## config.mk

```make
export PLATFORM = sky130hd
export DESIGN_NAME = mem_access_unit
export DESIGN_NICKNAME = d
export VERILOG_FILES = /design/src/rtl/mem_access_unit.sv
export SDC_FILE = /design/constraint.sdc
export NUM_CORES = 1
export LEC_CHECK = 0
export ABC_CLOCK_PERIOD_IN_PS = 2150
export CAP_MARGIN = 10
export CELL_PAD_IN_SITES_DETAIL_PLACEMENT = 1
export CELL_PAD_IN_SITES_GLOBAL_PLACEMENT = 1
export CORE_ASPECT_RATIO = 0.8
export CORE_MARGIN = 2
export CORE_UTILIZATION = 35
export CTS_CLUSTER_DIAMETER = 40
export DETAILED_ROUTE_END_ITERATION = 6
export GPL_ROUTABILITY_DRIVEN = 1
export PLACE_DENSITY = 0.84
export SLEW_MARGIN = 0
export SYNTH_ARGS = -nofsm -noshare
export SYNTH_HDL_FRONTEND = slang
export SYNTH_SLANG_ARGS = --single-unit
```

## constraint.sdc

```tcl
create_clock -name clk -period 2.15 [get_ports clk]
set_input_delay 0.3225 -clock clk [delete_from_list [all_inputs] [get_ports clk]]
set_output_delay 0.3225 -clock clk [all_outputs]
set_load 0.03 [all_outputs]
```

## src/rtl/mem_access_unit.sv

```systemverilog
// MEM-stage data-memory sequencer for the pipelined LC-3b: byte lane steering,
// LDI/STI pointer indirection and pipeline stall until each access completes.

package lc3b_types;
  typedef struct packed {
    logic       mem_read;
    logic       mem_write;
    logic [1:0] mem_byte_enable;
    logic       is_ldi;
    logic       is_sti;
  } lc3b_control_word;
endpackage

module mem_access_unit
  import lc3b_types::*;
#(
  parameter bit INDIRECT_EN = 1'b1
) (
  input  logic             clk,
  input  logic             rst_n,
  input  logic             in_valid,
  input  lc3b_control_word in_ctrl,
  input  logic [15:0]      in_addr,
  input  logic [15:0]      in_wdata,
  output logic [15:0]      dmem_address,
  output logic             dmem_read,
  output logic             dmem_write,
  output logic [15:0]      dmem_wdata,
  output logic [1:0]       dmem_byte_enable,
  input  logic [15:0]      dmem_rdata,
  input  logic             dmem_resp,
  output logic             mem_stall,
  output logic             mem_done,
  output logic [15:0]      wb_data
);

  // state | meaning
  // IDLE  | no access in flight; capture a new memory op
  // IND   | pointer read for LDI/STI
  // ACC   | final data access (read or write)
  // DONE  | one-cycle completion; same instruction still on inputs
  typedef enum logic [1:0] {IDLE, IND, ACC, DONE} state_t;

  state_t           state_q, state_d;
  lc3b_control_word ctrl_q;
  logic [15:0]      addr_q, data_q, ptr_q;

  logic        mem_op, want_ind, via_ind, word_op, is_rd, is_wr;
  logic [15:0] acc_base, acc_addr;
  logic [1:0]  lane_be;
  logic [7:0]  rd_byte;

  assign mem_op   = in_valid & (in_ctrl.mem_read | in_ctrl.mem_write);
  assign want_ind = INDIRECT_EN & (in_ctrl.is_ldi | in_ctrl.is_sti);
  assign via_ind  = INDIRECT_EN & (ctrl_q.is_ldi | ctrl_q.is_sti);
  assign word_op  = (ctrl_q.mem_byte_enable == 2'b11);
  // Read wins if both strobes were requested.
  assign is_rd    = ctrl_q.mem_read;
  assign is_wr    = ctrl_q.mem_write & ~ctrl_q.mem_read;

  assign acc_base = via_ind ? ptr_q : addr_q;
  assign acc_addr = word_op ? {acc_base[15:1], 1'b0} : acc_base;
  assign lane_be  = acc_base[0] ? 2'b10 : 2'b01;
  assign rd_byte  = acc_base[0] ? dmem_rdata[15:8] : dmem_rdata[7:0];

  always_comb begin
    state_d          = state_q;
    dmem_address     = 16'h0000;
    dmem_read        = 1'b0;
    dmem_write       = 1'b0;
    dmem_wdata       = 16'h0000;
    dmem_byte_enable = 2'b00;
    mem_stall        = 1'b0;
    mem_done         = 1'b0;
    case (state_q)
      IDLE: begin
        if (mem_op) begin
          mem_stall = 1'b1;
          state_d   = want_ind ? IND : ACC;
        end
      end
      IND: begin
        mem_stall        = 1'b1;
        dmem_read        = 1'b1;
        dmem_address     = {addr_q[15:1], 1'b0};
        dmem_byte_enable = 2'b11;
        if (dmem_resp) state_d = ACC;
      end
      ACC: begin
        mem_stall        = 1'b1;
        dmem_address     = acc_addr;
        dmem_byte_enable = word_op ? 2'b11 : lane_be;
        if (is_rd) begin
          dmem_read = 1'b1;
        end else if (is_wr) begin
          dmem_write = 1'b1;
          dmem_wdata = word_op ? data_q : {data_q[7:0], data_q[7:0]};
        end
        if (dmem_resp) state_d = DONE;
      end
      DONE: begin
        mem_done = 1'b1;
        state_d  = IDLE;
      end
      default: state_d = IDLE;
    endcase
  end

  always_ff @(posedge clk or negedge rst_n) begin
    if (!rst_n) begin
      state_q <= IDLE;
      ctrl_q  <= '0;
      addr_q  <= 16'h0000;
      data_q  <= 16'h0000;
      ptr_q   <= 16'h0000;
      wb_data <= 16'h0000;
    end else begin
      state_q <= state_d;
      if (state_q == IDLE && mem_op) begin
        ctrl_q <= in_ctrl;
        addr_q <= in_addr;
        data_q <= in_wdata;
      end
      if (state_q == IND && dmem_resp) ptr_q <= dmem_rdata;
      if (state_q == ACC && dmem_resp && is_rd)
        wb_data <= word_op ? dmem_rdata : {8'h00, rd_byte};
    end
  end

endmodule

```

==> parameters.txt <==
Parameter                              Value

Status
  Result of the run    complete, but fails checks
  Failing checks    negative setup slack

Worst setup path
  Signal arrival time at the worst endpoint    roughly 1800 ps
  CP max stage delay    ~390 ps
  CP Cell Sequence    inv_2, ha_4, nor3b_4, buf_6, o21ai_0, a21oi_2, buf_6
  Kind of cell with the highest combined delay on the critical path    buffers and inverters
  Worst Path Max Fanout    8
  Buf/Inv on CP    3
  Capturing element type of the critical path    primary output
  Worst-path cell with the longest stage delay    dfrtp_1
  Data required time of the worst path    1830 ps
  Crit-path most repeated cell    buf_6
  Category of the most critical setup path    flop to primary output
  Type of origin of the critical path    flop

Logic synthesis
  Nets in the synthesized netlist    391
  Leading post-synthesis cells by cell area    dfrtp_1 52%, mux2_2 16%, nand2_1 5.4%
  Synthesized area    3490 um^2
  Post-synthesis sequential area ratio    51.6%
  Cell type with the highest aggregate area in the netlist    dfrtp_1
  Number of distinct standard cells referenced by the synthesized netlist    32
  Cell count after synthesis    ~330
  Synthesized area divided by synthesized cell count    10.6 um^2
  Number of synthesis warnings    0
  Number of synthesized register bits    between 70 and 80
  Share of Yosys cell area claimed by the top area cell type    between 50% and 60%

Routing
  Total length of routed wires    10900 um
  Total via count after detailed routing    3054
  Antenna Violating Nets Remaining    0
  Via-per-instance ratio    5.12
  Post-detailed-route wirelength per cell    18.2 um
  Iteration count of the initial detailed-routing pass    4
  Count of routing violations after the opening detailed-route iteration    ~160
  DR DRC count    0

Final layout
  Antenna diode count    0
  Filler instances    1060
  Area growth from synthesis to layout    50.2%
  Finished layout cell area    about 5200 um^2
  Area occupied by multi-input gates    about 1700 um^2
  Sequential cell area    1800 um^2
  Core occupancy in the finished layout    54.1%
  Total Nets Final    517
  Fraction of layout cells with a size suffix above 1    34.8%

CTS
  Number of sinks on the clock net    72
  Reg clk slew, reported paths    ~60 ps
  Root Buffer    clkbuf_16
  Number of clock buffers inserted by TritonCTS    9
  Clock tree from TritonCTS    done
  Max H-tree Level    3
  Clk_lat worst skew    approximately 330 ps
  Buffers from clock root to sink, at most    2

Die
  Io pins    112
  Width of the die    116 um
  Height of the die    93.3 um
  Floorplan die area    10800 um^2
  Placeable Area    9690 um^2
  Starting Density    36.0%
  Placement row count    32

Placement
  Placer Congestion    between 0.8 and 0.9
  Post-place setup slack    158 ps
  Total placed instance area    4720 um^2
  PortBufs    111
  DP HPWL    7810 um

Pwr
  Relative contribution of sequential cells to total power    29.4%
  Worst supply voltage drop on vdd    0.534 mV
  Clock network fraction of total power    18.0%
  PwrDens    around 1600 nW/um^2
  P_sw    0.00365 W
  Fraction of power spent switching nets    42.3%
  Proportion of power drawn by combinational gates    ~53%
  Static leakage power    2.25 nW
  Design internal power    0.00498 W

Timing
  Final Max Tran Viols    0
  Tcrit/Tclk final    101%
  F_max    roughly 0.46 GHz
  Transition at the pin with the smallest max-transition slack    553 ps
  Slew Limit Headroom    between 60% and 70%
  Final setup slack of the worst path    -17.2 ps
  Min Tclk post-route    2170 ps
  RSZ-0062 raised after global routing    true
  Number of endpoints failing setup at the final stage    1
  Final clock skew    about 6.9 ps
  Hold Fails Final Rpt    0

Run
  Max capacitance violation total    0

Global route
  First-pass GRT wire length    between 15000 and 20000 um
  Vias in the first global route    between 3000 and 4000
  Number of antenna violations at the first check in global routing    0
  GR Overflow Total    0
  Pin count of the biggest net entering global routing    38
  GRT Overall Usage    20.5%

Worst hold path
  Worst hold path class    flop to flop
layer usage:
layer / global-route usage, % / share of wire [%] / wire length, um / vias up
met3: 4.21 / 5.1 / 556 / 12
met4: 5.65 / 1.2 / 130 / 0
met2: 36.0 / 50 / 5410 / 88
met1: 25.7 / 44 / 4770 / 1537
li1: - / - / - / 1417
met5: 0 / 0 / 0 / -
synthesized netlist by cell type:
master	n
dfrtp_1	72
a2bb2oi_1	1
buf_6	3
o21ai_1	1
buf_4	1
mux2_2	49
inv_1	3
a21oi_1	34
nand2_1	50
buf_2	11
and2_1	9
a31oi_1	8
clkbuf_1	6
o21a_1	2
nand3b_1	1
a21oi_2	1
ha_1	4
and3_1	2
nor3b_2	2
mux2i_1	2
clkinv_1	1
nor2_1	12
clkbuf_2	1
o21ai_0	16
nor4_1	1
nand3_1	17
mux2_1	6
nor3_1	1
o21ai_2	1
o211ai_1	9
nand2_2	1
or3b_1	1
state kept, by name, summed over array words and instances (netlist names):
| register | flops |
|---|---|
| ptr_q | 16 |
| state_q | 2 |
| data_q | 16 |
| ctrl_q | 5 |
| addr_q | 16 |
| wb_data | 16 |
| is_rd | 1 |
what timing repair did:
item / in CTS / in global routing
hold endpoints to repair: 36 / 0
endpoints found under the setup margin: 31 / 34
buffers inserted: 2 / 4
hold buffers: 1 / 0
gates resized for setup: 11 / 42
pin swaps: 1 / 20
cloned: 1 / 1
layout make-up:
cell class / count / area share [%]
Tap cell: 136 / 3.25
Clock inverter: 7 / 1.58
Inverter: 4 / 0.287
Clock buffer: 9 / 4.30
Multi-Input combinational cell: 231 / 31.6
Sequential cell: 72 / 34.4
Timing Repair Buffer: 136 / 24.5
Timing Repair inverter: 1 / 0.143
cells by family after synthesis:
| logic type | Yosys count | synth area share (%) |
|---|---|---|
| mux | 57 | 18.3 |
| flops | 72 | 51.6 |
| simple gates | 97 | 12.8 |
| compound gates | 73 | 11.9 |
| buf+inv | 26 | 3.98 |
| fa+ha+maj | 4 | 1.43 |
metrics by stage:
| stage | std cells | power [W] | TNS (ps) | hold slack [ps] |
|---|---|---|---|---|
| finish | 596 | 0.00863 | -17.2 | 484 |
| CTS | 591 | 0.00837 | -31.3 | 488 |
| global placement | 571 | 0.00652 | 0 | 320 |
| detailed placement | 571 | 0.00671 | 0 | 330 |
| floorplan | 329 | 0.00511 | 0 | 26.9 |
| global route | 596 | 0.00914 | -516 | 517 |
tightest hold or removal path: cells and delay by family (launching register included):
| kind | cells | cell delay, ps |
|---|---|---|
| flip-flops | 1 | 340 |
| AND/OR/NAND/NOR | 2 | 110 |
power groups by stage:
stage	sequential [W]	clock (W)	combinational, W
after global placement	0.00247	0	0.00405
final	0.00253	0.00156	0.00454
after CTS	0.00251	0.00158	0.00428
after floorplan	0.00265	0	0.00247
after detailed placement	0.00253	0	0.00418
after global routing	0.00262	0.00164	0.00487
path summary, 6_finish.rpt:
path                             startpoint  depth (start not counted)              end  slack (ps)
worst max-delay path             state_q[0]                          7  dmem_address[9]         -20
worst min-delay path            wb_data[15]                          2      wb_data[15]         480
worst max register to register   state_q[0]                          7       addr_q[15]         330
worst min register to register  wb_data[15]                          2      wb_data[15]         480
max in group asynchronous             rst_n                          3        addr_q[3]        1050
min in group asynchronous             rst_n                          2       wb_data[8]         510
layout by cell type (no fill, tap or decap), types with 2 or more instances in the layout:
master and count:
a21oi_1 20, a21oi_2 15, a31oi_1 8, and2_1 6, and2_4 3, and3_1 2
buf_12 2, buf_4 50, buf_6 9, clkbuf_16 10, clkdlybuf4s50_1 73, clkinvlp_4 3
dfrtp_1 72, ha_4 2, inv_2 3, inv_6 3, mux2_1 6, mux2_2 49
mux2i_1 2, nand2_1 50, nand3_1 17, nor2_1 12, o211ai_1 9, o21ai_0 6
o21ai_1 8, o21ai_2 4
Note: power is estimated with default switching activity, not from simulation.
